$ cat config.mk
export PLATFORM = sky130hd
export DESIGN_NAME = sobol_path_sequencer
export DESIGN_NICKNAME = d
export VERILOG_FILES = /design/src/rtl/fpga_cfg_pkg.sv /design/src/rtl/sobol_path_sequencer_pkg.sv /design/src/rtl/sobol_path_sequencer_fifo.sv /design/src/rtl/sobol_path_sequencer.sv
export SDC_FILE = /design/constraint.sdc
export NUM_CORES = 1
export LEC_CHECK = 0
export CAP_MARGIN = 30
export CORE_UTILIZATION = 40
export CTS_CLUSTER_SIZE = 30
export DETAILED_ROUTE_END_ITERATION = 16
export SLEW_MARGIN = 20
export SYNTH_ARGS = -nofsm -noshare
export SYNTH_HDL_FRONTEND = slang
export SYNTH_SLANG_ARGS = --single-unit
$ cat constraint.sdc
create_clock -name clk -period 16.2 [get_ports clk]
set_input_delay 2.43 -clock clk [delete_from_list [all_inputs] [get_ports clk]]
set_output_delay 2.43 -clock clk [all_outputs]
set_load 0.01 [all_outputs]
$ cat src/rtl/fpga_cfg_pkg.sv
`default_nettype none
`timescale 1ns/1ps
// +----------------------------------------------------------------------+
// | fpga_cfg_pkg : platform-wide datapath width and dimension limit      |
// | Revision     : 1.0                                                    |
// +----------------------------------------------------------------------+
package fpga_cfg_pkg;
  localparam int FP_WIDTH = 32;
  localparam int MAX_DIMS = 50;
endpackage
`default_nettype wire

$ cat src/rtl/sobol_path_sequencer_pkg.sv
`default_nettype none
`timescale 1ns/1ps
// +----------------------------------------------------------------------+
// | sobol_path_sequencer_pkg : shared element tag and sequencer states   |
// | Revision                 : 1.0                                        |
// +----------------------------------------------------------------------+
package sobol_path_sequencer_pkg;
  import fpga_cfg_pkg::*;

  localparam int TAG_DIM_W = $clog2(MAX_DIMS);

  typedef struct packed {
    logic [FP_WIDTH-1:0]  path;
    logic [TAG_DIM_W-1:0] dim;
    logic                 last;
  } sobol_tag_t;

  typedef enum logic [1:0] {
    ST_IDLE  = 2'd0,
    ST_RUN   = 2'd1,
    ST_DRAIN = 2'd2,
    ST_FIN   = 2'd3
  } seq_state_t;
endpackage
`default_nettype wire

$ cat src/rtl/sobol_path_sequencer_fifo.sv
`default_nettype none
`timescale 1ns/1ps
// +----------------------------------------------------------------------+
// | sync_fifo : single-clock FIFO, registered storage, show-ahead head   |
// | Revision  : 1.0                                                       |
// +----------------------------------------------------------------------+
module sync_fifo #(
  parameter int DATA_W = 8,
  parameter int DEPTH  = 8
) (
  input  logic                       clk,
  input  logic                       rst,
  input  logic                       push,
  input  logic [DATA_W-1:0]          din,
  input  logic                       pop,
  output logic [DATA_W-1:0]          dout,
  output logic                       full,
  output logic                       empty,
  output logic [$clog2(DEPTH+1)-1:0] count
);
  localparam int AW = (DEPTH > 1) ? $clog2(DEPTH) : 1;
  localparam int CW = $clog2(DEPTH + 1);

  logic [DATA_W-1:0] mem_q [DEPTH];
  logic [DATA_W-1:0] mem_d [DEPTH];
  logic [AW-1:0]     wr_q, wr_d, rd_q, rd_d;
  logic [CW-1:0]     cnt_q, cnt_d;
  logic              do_push, do_pop;

  assign full    = (cnt_q == CW'(DEPTH));
  assign empty   = (cnt_q == '0);
  assign count   = cnt_q;
  assign dout    = mem_q[rd_q];
  assign do_push = push && !full;
  assign do_pop  = pop && !empty;

  always_comb begin
    mem_d = mem_q;
    wr_d  = wr_q;
    rd_d  = rd_q;
    cnt_d = cnt_q;
    if (do_push) begin
      mem_d[wr_q] = din;
      wr_d        = wr_q + AW'(1);
    end
    if (do_pop) begin
      rd_d = rd_q + AW'(1);
    end
    case ({do_push, do_pop})
      2'b10:   cnt_d = cnt_q + CW'(1);
      2'b01:   cnt_d = cnt_q - CW'(1);
      default: cnt_d = cnt_q;
    endcase
  end

  always_ff @(posedge clk) begin
    if (rst) begin
      wr_q  <= '0;
      rd_q  <= '0;
      cnt_q <= '0;
    end else begin
      wr_q  <= wr_d;
      rd_q  <= rd_d;
      cnt_q <= cnt_d;
    end
  end

  always_ff @(posedge clk) begin
    mem_q <= mem_d;
  end

  a_no_overflow: assert property (@(posedge clk) disable iff (rst) !(push && full));
endmodule
`default_nettype wire

$ cat src/rtl/sobol_path_sequencer.sv
`default_nettype none
`timescale 1ns/1ps
// +----------------------------------------------------------------------+
// | sobol_path_sequencer : drives Sobol draw requests path-major, buffers|
// |                        results and streams them out with path tags   |
// | Revision             : 1.0                                            |
// +----------------------------------------------------------------------+
module sobol_path_sequencer
  import sobol_path_sequencer_pkg::*;
#(
  parameter int WIDTH      = fpga_cfg_pkg::FP_WIDTH,
  parameter int M          = fpga_cfg_pkg::MAX_DIMS,
  parameter int GEN_LAT    = 1,
  parameter int FIFO_DEPTH = 8
) (
  input  logic                   clk,
  input  logic                   rst,
  input  logic                   start,
  input  logic [WIDTH-1:0]       num_paths,
  input  logic [$clog2(M+1)-1:0] num_steps,
  output logic                   busy,
  output logic                   done,
  output logic                   err,
  output logic                   gen_valid_in,
  output logic [WIDTH-1:0]       gen_N,
  output logic [$clog2(M)-1:0]   gen_dim,
  input  logic                   gen_valid_out,
  input  logic [WIDTH-1:0]       gen_sobol,
  output logic                   out_valid,
  input  logic                   out_ready,
  output logic [WIDTH-1:0]       out_data,
  output logic [WIDTH-1:0]       out_path,
  output logic [$clog2(M)-1:0]   out_dim,
  output logic                   out_last
);
  localparam int DW = $clog2(M);
  localparam int SW = $clog2(M + 1);
  localparam int CW = $clog2(FIFO_DEPTH + 1);

  typedef struct packed {
    logic [WIDTH-1:0] path;
    logic [DW-1:0]    dim;
    logic             last;
  } tag_t;

  typedef struct packed {
    logic [WIDTH-1:0] data;
    tag_t             tag;
  } entry_t;

  seq_state_t           state_q, state_d;
  logic [WIDTH-1:0]     paths_q, paths_d;
  logic [SW-1:0]        steps_q, steps_d;
  logic [WIDTH-1:0]     path_q, path_d;
  logic [DW-1:0]        dim_q, dim_d;
  logic                 err_q, err_d;
  logic [GEN_LAT-1:0]   mask_q, mask_d;
  logic [GEN_LAT-1:0]   tag_vld_q, tag_vld_d;
  tag_t [GEN_LAT-1:0]   tag_q, tag_d;

  logic                 req;
  logic                 last_dim, last_req, credit_ok;
  logic                 tag_out_vld;
  int                   occ;
  logic                 fifo_push, fifo_pop, fifo_full, fifo_empty;
  logic [CW-1:0]        fifo_count;
  entry_t               fifo_din, fifo_dout;

  assign tag_out_vld = tag_vld_q[GEN_LAT-1];
  assign last_dim    = (SW'(dim_q) == steps_q - SW'(1));
  assign last_req    = last_dim && (path_q == paths_q - WIDTH'(1));

  // Budget against the tag leaving the pipe rather than the actual push so
  // request issue never depends combinationally on gen_valid_out.
  always_comb begin
    occ = int'(fifo_count) + int'(tag_out_vld);
    for (int i = 0; i < GEN_LAT - 1; i++) begin
      occ = occ + int'(tag_vld_q[i]);
    end
    credit_ok = (occ < FIFO_DEPTH) && !fifo_full;
  end

  always_comb begin
    state_d = state_q;
    paths_d = paths_q;
    steps_d = steps_q;
    path_d  = path_q;
    dim_d   = dim_q;
    req     = 1'b0;
    case (state_q)
      ST_IDLE: begin
        if (start) begin
          paths_d = num_paths;
          steps_d = num_steps;
          path_d  = '0;
          dim_d   = '0;
          state_d = (num_paths == '0 || num_steps == '0) ? ST_FIN : ST_RUN;
        end
      end
      ST_RUN: begin
        if (credit_ok) begin
          req = 1'b1;
          if (last_dim) begin
            dim_d  = '0;
            path_d = path_q + WIDTH'(1);
          end else begin
            dim_d = dim_q + DW'(1);
          end
          if (last_req) state_d = ST_DRAIN;
        end
      end
      ST_DRAIN: begin
        // Second term recovers if the final result was lost to a generator fault.
        if ((fifo_pop && fifo_dout.tag.last) || (fifo_empty && tag_vld_q == '0)) begin
          state_d = ST_FIN;
        end
      end
      ST_FIN:  state_d = ST_IDLE;
      default: state_d = ST_IDLE;
    endcase
  end

  always_comb begin
    tag_d     = tag_q;
    tag_vld_d = tag_vld_q;
    for (int i = GEN_LAT - 1; i > 0; i--) begin
      tag_d[i]     = tag_q[i-1];
      tag_vld_d[i] = tag_vld_q[i-1];
    end
    tag_vld_d[0]     = req;
    tag_d[0].path    = path_q;
    tag_d[0].dim     = dim_q;
    tag_d[0].last    = last_req;
    mask_d           = mask_q >> 1;
    // Results still flying when reset hit have no tag; the mask hides them.
    err_d            = err_q | (!mask_q[0] && (tag_out_vld != gen_valid_out));
    fifo_push        = tag_out_vld && gen_valid_out;
    fifo_din.data    = gen_sobol;
    fifo_din.tag     = tag_q[GEN_LAT-1];
  end

  always_ff @(posedge clk) begin
    if (rst) begin
      state_q   <= ST_IDLE;
      paths_q   <= '0;
      steps_q   <= '0;
      path_q    <= '0;
      dim_q     <= '0;
      err_q     <= 1'b0;
      mask_q    <= '1;
      tag_vld_q <= '0;
      tag_q     <= '0;
    end else begin
      state_q   <= state_d;
      paths_q   <= paths_d;
      steps_q   <= steps_d;
      path_q    <= path_d;
      dim_q     <= dim_d;
      err_q     <= err_d;
      mask_q    <= mask_d;
      tag_vld_q <= tag_vld_d;
      tag_q     <= tag_d;
    end
  end

  sync_fifo #(
    .DATA_W ($bits(entry_t)),
    .DEPTH  (FIFO_DEPTH)
  ) u_fifo (
    .clk   (clk),
    .rst   (rst),
    .push  (fifo_push),
    .din   (fifo_din),
    .pop   (fifo_pop),
    .dout  (fifo_dout),
    .full  (fifo_full),
    .empty (fifo_empty),
    .count (fifo_count)
  );

  assign fifo_pop     = out_valid && out_ready;
  assign out_valid    = !fifo_empty;
  assign out_data     = fifo_empty ? '0 : fifo_dout.data;
  assign out_path     = fifo_empty ? '0 : fifo_dout.tag.path;
  assign out_dim      = fifo_empty ? '0 : fifo_dout.tag.dim;
  assign out_last     = !fifo_empty && fifo_dout.tag.last;
  assign gen_valid_in = req;
  assign gen_N        = req ? (path_q + WIDTH'(1)) : '0;
  assign gen_dim      = req ? dim_q : '0;
  assign busy         = (state_q == ST_RUN) || (state_q == ST_DRAIN);
  assign done         = (state_q == ST_FIN);
  assign err          = err_q;
endmodule
`default_nettype wire
==> results of run 1 <==
-- cell usage in the layout, fill, tap and decap left out, types with 19 or more instances in the layout --
cell type,count
edfxtp_1,568
clkdlybuf4s50_1,187
nor2_1,156
nand2_1,143
mux4_2,142
dfxtp_1,127
a21oi_1,85
clkbuf_16,76
mux2i_1,75
xnor2_1,57
nor2b_1,35
xor2_1,32
o21ai_0,30
inv_1,27
buf_4,27
nor4_1,23
nand3_1,22
clkbuf_1,19
-- registers in the layout (all words and copies together) (netlist names), 2 cells and up --
signal	cells
fifo_din	39
state_q	2
dim_q	6
u_fifo.rd_q	3
path_q	32
paths_q	32
u_fifo.wr_q	3
u_fifo.mem_q	568
u_fifo.count	4
steps_q	6
-- worst paths after layout --
kind                           startpoint                       to  cells past startpoint
setup / recovery   path_q[0]$_SDFFE_PP0P_                gen_N[28]                     10
hold / removal    steps_q[5]$_SDFFE_PP0P_  steps_q[5]$_SDFFE_PP0P_                      2
setup reg to reg  state_q[1]$_SDFFE_PP0P_  path_q[23]$_SDFFE_PP0P_                     11
hold reg to reg   steps_q[5]$_SDFFE_PP0P_  steps_q[5]$_SDFFE_PP0P_                      2
-- logic make-up (layout without fill, tap and decap cells) --
family                   Yosys count  after routing  synth area share
AO/OA/AOI/OAI                    151            151            0.0318
XOR/XNOR                          89             89            0.0274
adder cells (fa/ha/maj)           15             15           0.00686
buffers and inverters            135            388            0.0182
flip-flops                       698            698             0.691
multiplexers                     218            218             0.139
AND/OR/NAND/NOR                  502            502            0.0857
-- per-layer routing --
metal	vias to the layer above	global-route usage	wire length (um)	part of all wire
met5	-	0	13	0.00020
met4	2	0.0528	1500	0.023
met3	112	0.0332	3200	0.050
met2	419	0.299	31500	0.49
met1	8036	0.245	28400	0.44
li1	7284	-	-	-
-- power by group through the flow --
stage / sequential [mW] / clock (mW) / combinational [mW]
after floorplan: 2.04 / 0 / 0.609
after global placement: 2.06 / 0 / 0.897
after detailed placement: 2.06 / 0 / 0.916
after CTS: 2.03 / 1.73 / 0.919
after global routing: 2.03 / 1.80 / 0.997
final: 2.03 / 1.69 / 0.918
-- cell type report --
type                    count  area, um^2  share of cell area
clock buffers             100        2040              0.0601
repair buffers            225        2260              0.0664
multi-input cells         975        8330               0.245
flip-flops and latches    698       19700               0.579
inverters                  27         101             0.00298
well taps                 940        1180              0.0346
clock inverters            36         412              0.0121
-- through the flow --
stage          cell area [um^2]  total power [mW]
2_1_floorplan             28500              2.65
3_3_place_gp              31400              2.96
3_5_place_dp              31400              2.98
4_1_cts                   33900              4.68
5_1_grt                   34000              4.83
6_report                  34000              4.63
-- critical path: cells and delay by family, from the launching register on --
kind                     cells  cell delay [ns]
XOR/XNOR                     1             0.20
buffers and inverters        2             0.89
flip-flops                   1             0.46
AND/OR/NAND/NOR              6             1.88
adder cells (fa/ha/maj)      1             0.30
==> key figures, run 1 <==
Floorplanning
  • Chip height: 269 um
  • Width of the chip: 269 um
  • Rows: 97
  • Core area: 70,100 um^2
  • # IOs: 189
  • Die area: 72,200 um^2
  • Starting Density: 0.406

Synth
  • Mean Syn Cell Area: 15.7 um^2
  • Post-synth EDFFs: 568
  • Yosys top cell by area: edfxtp_1
  • Synth area leaders: edfxtp_1 (60%), mux4_2 (11%), dfxtp_1 (9.1%)
  • Primary FF master, synth: edfxtp_1
  • Synth unique cells: 67
  • Syn_nets: 1,898
  • Most instantiated library cell after synthesis: edfxtp_1
  • Synthesized cell area: 28,500 um^2
  • Sequential-to-total area share from yosys stat: 0.691
  • Syn Inst Count: 1,808
  • Synth warn: 0
  • Ys async rst share: 0
  • #FFs+latches synth: 698
  • Post-synth top area share: 0.599
  • Most frequent cells after synthesis: edfxtp_1 (568), nor2_1 (159), nand2_1 (143)

Routing
  • Final wirelength: 64,600 um
  • Drt initial violations: 1,139
  • Final ANT Viol Nets: 0
  • Vias per std cell: 5.28
  • Post-route DRC: 0
  • First drt pass iteration count: 5
  • Via Count: 15,900
  • Routed length per placed instance: 21.5 um

Placement
  • Number of port buffers: 188
  • Post-DP HPWL: 39,200 um
  • Placed Instances: 2,858
  • Pre-CTS setup slack: 9.71 ns
  • GP Congestion: 0.848

Power
  • PD cells: 136 nW/um^2
  • Part of the power in the clock network: 0.365
  • Combinational power share: 0.198
  • Maximum VDD drop: 68.0 uV
  • Sw Ratio: 0.266
  • P_leak: 10.6 nW
  • Flop pwr share: 0.437
  • Cell-internal power: 3.40 mW
  • P_sw: 1.23 mW

Timing
  • Final-report setup violation count: 0
  • Final WS setup: 9.44 ns
  • Worst-margin pin slew: 0.996 ns
  • Final min period: 6.76 ns
  • Worst Skew: 0.0211 ns
  • Setup TNS: 0 ns
  • Final cycle utilization of the critical path: 0.417
  • Final hold vios: 0
  • Final Max Slew Viols: 0
  • Unrepaired setup endpoints after global routing: no
  • Rel. slew slack: 0.336
  • F_max: 148 MHz
  • Hold Worst Slack: 0.466 ns

Finish
  • P&R area growth vs syn: 19.5%
  • Final #Nets: 2,091
  • FILL cells: 6,043
  • Post-layout util: 0.485
  • Finished Layout Cells: 3,001
  • Antenna Cells: 0
  • Share of cells above drive strength 1: 0.154

GRT
  • Total GRT Usage: 0.181
  • Vias in the first global route: 16,200
  • GRT overflow: 0
  • Global-route wire length before repair: 97,900 um
  • Initial antenna violation count: 2
  • Largest net degree at the start of global routing: 73

Run status
  • Status: completed

CTS
  • Worst-path clk slew: 0.06 ns
  • Clk buf depth: 3
  • TritonCTS Buffers: 74
  • Post-CTS setup buffer count: 0
  • CTS Sinks: 698
  • TritonCTS clock tree: built
  • CTS Root Cell: clkbuf_16
  • H-Tree Depth: 3
  • Number of gates resized after cts: 0
  • CTS Hold Bufs: 0
  • Clock Latency Late Sink: 0.61 ns

Worst setup path
  • Reg-to-reg setup timing slack: 12.03 ns
  • Worst EP required: 13.77 ns
  • Worst-path cell chain: ha_1 -> nand4_1 -> nor3_1 -> buf_2 -> nand3_1 -> nor3_1 -> nand3_1 -> xor2_1 -> nor3b_1 -> clkdlybuf4s50_1
  • CP arrival: 4.33 ns
  • Setup CP Type: flop to output pin
  • CP Max Fanout: 7
  • Crit. End Element: output pin
  • Crit path largest cell delay: 0.65 ns
  • Worst setup SP type: flop
  • Slowest-stage cell, CP: nor3_1

Hold path
  • Worst Hold Class: flop to flop

Run
  • Max-cap violations: 0
Power figures use the tool's default switching activity.
==> inputs of run 2 (changes only) <==
==> constraint.sdc (replaced) <==
create_clock -name clk -period 5.98 [get_ports clk]
set_input_delay 0.897 -clock clk [delete_from_list [all_inputs] [get_ports clk]]
set_output_delay 0.897 -clock clk [all_outputs]
set_load 0.01 [all_outputs]
==> key figures, run 2 (same netlist as run 1, synthesis figures left out) <==
Run status
  • Status: completed (unchanged)

Finish
  • Final #Nets: 2,089 (was 2,091)
  • Antenna Cells: 0 (unchanged)
  • P&R area growth vs syn: 20.0% (was 19.5%)
  • Reg with most FFs: u_fifo.mem_q (unchanged)
  • Max reg flops: 568 (unchanged)
  • Multi-input logic area: 8350 um^2 (was 8330 um^2)
  • Share of cells above drive strength 1: 0.157 (was 0.154)
  • Most frequent cells in the layout: edfxtp_1 (568), clkdlybuf4s50_1 (187), nor2_1 (157) (was edfxtp_1 (568), clkdlybuf4s50_1 (187), nor2_1 (156))
  • Commonest non-fill, non-tap cell in the layout: edfxtp_1 (unchanged)
  • Register Area: 19,700 um^2 (unchanged)
  • FILL cells: 6,010 (was 6,043)

Worst setup path
  • Worst setup SP type: flop (unchanged)
  • Worst EP required: 5.08 ns (was 13.77 ns)
  • Crit path largest cell delay: 0.65 ns (about the same)
  • Reg-to-reg setup timing slack: 2.11 ns (was 12.03 ns)
  • Worst r2r src: paths_q[0]$_SDFFE_PP0P_ (was state_q[1]$_SDFFE_PP0P_)
  • Setup CP Type: flop to output pin (unchanged)
  • Critical Path End: gen_N[30] (was gen_N[28])
  • Crit. End Element: output pin (unchanged)
  • CP arrival: 4.15 ns (was 4.33 ns)
  • Slowest-stage cell, CP: nor3_1 (unchanged)
  • CP Launch Point: path_q[0]$_SDFFE_PP0P_ (unchanged)
  • FF-to-FF End: state_q[0]$_SDFFE_PP0P_ (was path_q[23]$_SDFFE_PP0P_)
  • Worst-path cell chain: ha_1 -> nand4_1 -> nor3_1 -> buf_4 -> nand3_1 -> nor3_1 -> and3_1 -> nand3_1 -> xor2_1 -> nor2_1 -> clkdlybuf4s50_1 (was ha_1 -> nand4_1 -> nor3_1 -> buf_2 -> nand3_1 -> nor3_1 -> nand3_1 -> xor2_1 -> nor3b_1 -> clkdlybuf4s50_1)
  • Worst R2R Path Depth: 11 (unchanged)
  • CP Max Fanout: 8 (was 7)

CTS
  • TritonCTS Buffers: 74 (unchanged)
  • CTS Sinks: 698 (unchanged)
  • H-Tree Depth: 3 (unchanged)
  • CTS Hold Bufs: 0 (unchanged)
  • Number of gates resized after cts: 0 (unchanged)
  • Clock Latency Late Sink: 0.62 ns (was 0.61 ns)
  • CTS Root Cell: clkbuf_16 (unchanged)
  • TritonCTS clock tree: built (unchanged)
  • Post-CTS setup buffer count: 0 (unchanged)
  • Worst-path clk slew: 0.06 ns (about the same)
  • Clk buf depth: 3 (unchanged)

Timing
  • Final hold vios: 0 (unchanged)
  • Final cycle utilization of the critical path: 0.843
  • Final min period: 5.04 ns
  • F_max: 198 MHz
  • Final-report setup violation count: 0 (unchanged)
  • Setup TNS: 0 ns (unchanged)
  • Worst Skew: 0.0245 ns (was 0.0211 ns)
  • Hold Worst Slack: 0.477 ns (was 0.466 ns)
  • Worst-margin pin slew: 0.984 ns (was 0.996 ns)
  • Rel. slew slack: 0.344 (was 0.336)
  • Unrepaired setup endpoints after global routing: no (unchanged)
  • Final Max Slew Viols: 0 (unchanged)
  • Final WS setup: 0.937 ns (was 9.44 ns)

Hold path
  • Worst Hold Class: flop to flop (unchanged)
  • Min-Delay Path Depth: 2 (unchanged)

Power
  • Power, Total: 12.8 mW (was 4.63 mW)
  • PD cells: 374 nW/um^2 (was 136 nW/um^2)
  • Maximum VDD drop: 192 uV (was 68.0 uV)
  • Sw Ratio: 0.265 (was 0.266)
  • Combinational power share: 0.195 (was 0.198)
  • P_sw: 3.38 mW (was 1.23 mW)
  • Part of the power in the clock network: 0.377 (was 0.365)
  • P_leak: 10.7 nW (was 10.6 nW)
  • Flop pwr share: 0.429 (was 0.437)
  • Cell-internal power: 9.38 mW (was 3.40 mW)

GRT
  • GRT overflow: 0 (unchanged)
  • Global-route wire length before repair: 98,800 um (was 97,900 um)
  • Vias in the first global route: 16,400 (was 16,200)
  • Initial antenna violation count: 0 (was 2)
  • Total GRT Usage: 0.182 (was 0.181)
  • Largest net degree at the start of global routing: 77 (was 73)

Placement
  • Post-DP HPWL: 39,000 um (was 39,200 um)
  • Number of port buffers: 188 (unchanged)
  • GP Congestion: 0.836 (was 0.848)
  • Pre-CTS setup slack: 1.62 ns (was 9.71 ns)

Run
  • Max-cap violations: 0 (unchanged)

Routing
  • Routed length per placed instance: 21.6 um (was 21.5 um)
  • Drt initial violations: 1,181 (was 1,139)
  • First drt pass iteration count: 5 (unchanged)
  • Via Count: 15,900 (about the same)
  • Post-route DRC: 0 (unchanged)
  • Vias per std cell: 5.29 (was 5.28)
  • Final ANT Viol Nets: 0 (unchanged)
  • Final wirelength: 64,900 um (was 64,600 um)

Floorplanning
  • # IOs: 189 (unchanged)
  • Width of the chip: 269 um (unchanged)
  • Rows: 97 (unchanged)
  • Die area: 72,200 um^2 (unchanged)
  • Core area: 70,100 um^2 (unchanged)
  • Chip height: 269 um (unchanged)
  • Starting Density: 0.406 (unchanged)
[run 2: cell types whose count changed in the layout (fill, tap and decap cells not counted), moves of 3 or more]
cell / delta
clkinv_2: +3
buf_12: +5
bufinv_16: +5
clkinv_1: -5
clkinv_8: +3
clkbuf_1: -3
[run 2: per-stage QoR]
stage / instances / instance area (um^2) / utilization
5_1_grt: 2999 / 34100 / 0.487
2_1_floorplan: 1808 / 28500 / -
3_5_place_dp: 2863 / 31600 / 0.450
3_3_place_gp: 2857 / 31500 / 0.448
6_report: 2999 / 34100 / 0.487
4_1_cts: 2999 / 34100 / 0.487
[run 2: worst max-delay path, delay by kind of cell (launching register included)]
family	cells	cell delay, ns
buffers and inverters	2	0.74
AND/OR/NAND/NOR	7	1.83
flip-flops	1	0.45
XOR/XNOR	1	0.21
adder cells (fa/ha/maj)	1	0.31
[run 2: layout make-up]
| cell class | instances | area share |
|---|---|---|
| multi-input combinational | 975 | 0.244 |
| tap | 940 | 0.0345 |
| timing repair buffer | 223 | 0.0668 |
| sequential | 698 | 0.576 |
| inverter | 27 | 0.00297 |
| clock buffer | 95 | 0.0587 |
| clock inverter | 41 | 0.0165 |
[run 2: worst min path at each step]
stage | from | to
detailed placement | steps_q[1]$_SDFFE_PP0P_ | steps_q[1]$_SDFFE_PP0P_
floorplan | steps_q[1]$_SDFFE_PP0P_ | steps_q[1]$_SDFFE_PP0P_
global placement | err$_SDFF_PP0_ | err$_SDFF_PP0_
finish | steps_q[5]$_SDFFE_PP0P_ | steps_q[5]$_SDFFE_PP0P_
global route | steps_q[5]$_SDFFE_PP0P_ | steps_q[5]$_SDFFE_PP0P_
CTS | steps_q[1]$_SDFFE_PP0P_ | steps_q[1]$_SDFFE_PP0P_
[run 2: layer usage]
layer / vias up / GRT usage / routed length [um]
met4: 0 / 0.0511 / 1190
met2: 395 / 0.305 / 31900
met5: - / 0 / 0
li1: 7280 / - / -
met1: 8105 / 0.249 / 28700
met3: 91 / 0.0252 / 3150
[run 2: power groups by stage]
stage | clock network [mW] | registers, mW | logic [mW]
6_report | 4.81 | 5.47 | 2.48
5_1_grt | 5.07 | 5.49 | 2.71
3_5_place_dp | 0 | 5.57 | 2.52
3_3_place_gp | 0 | 5.57 | 2.46
4_1_cts | 4.91 | 5.47 | 2.53
2_1_floorplan | 0 | 5.52 | 1.65
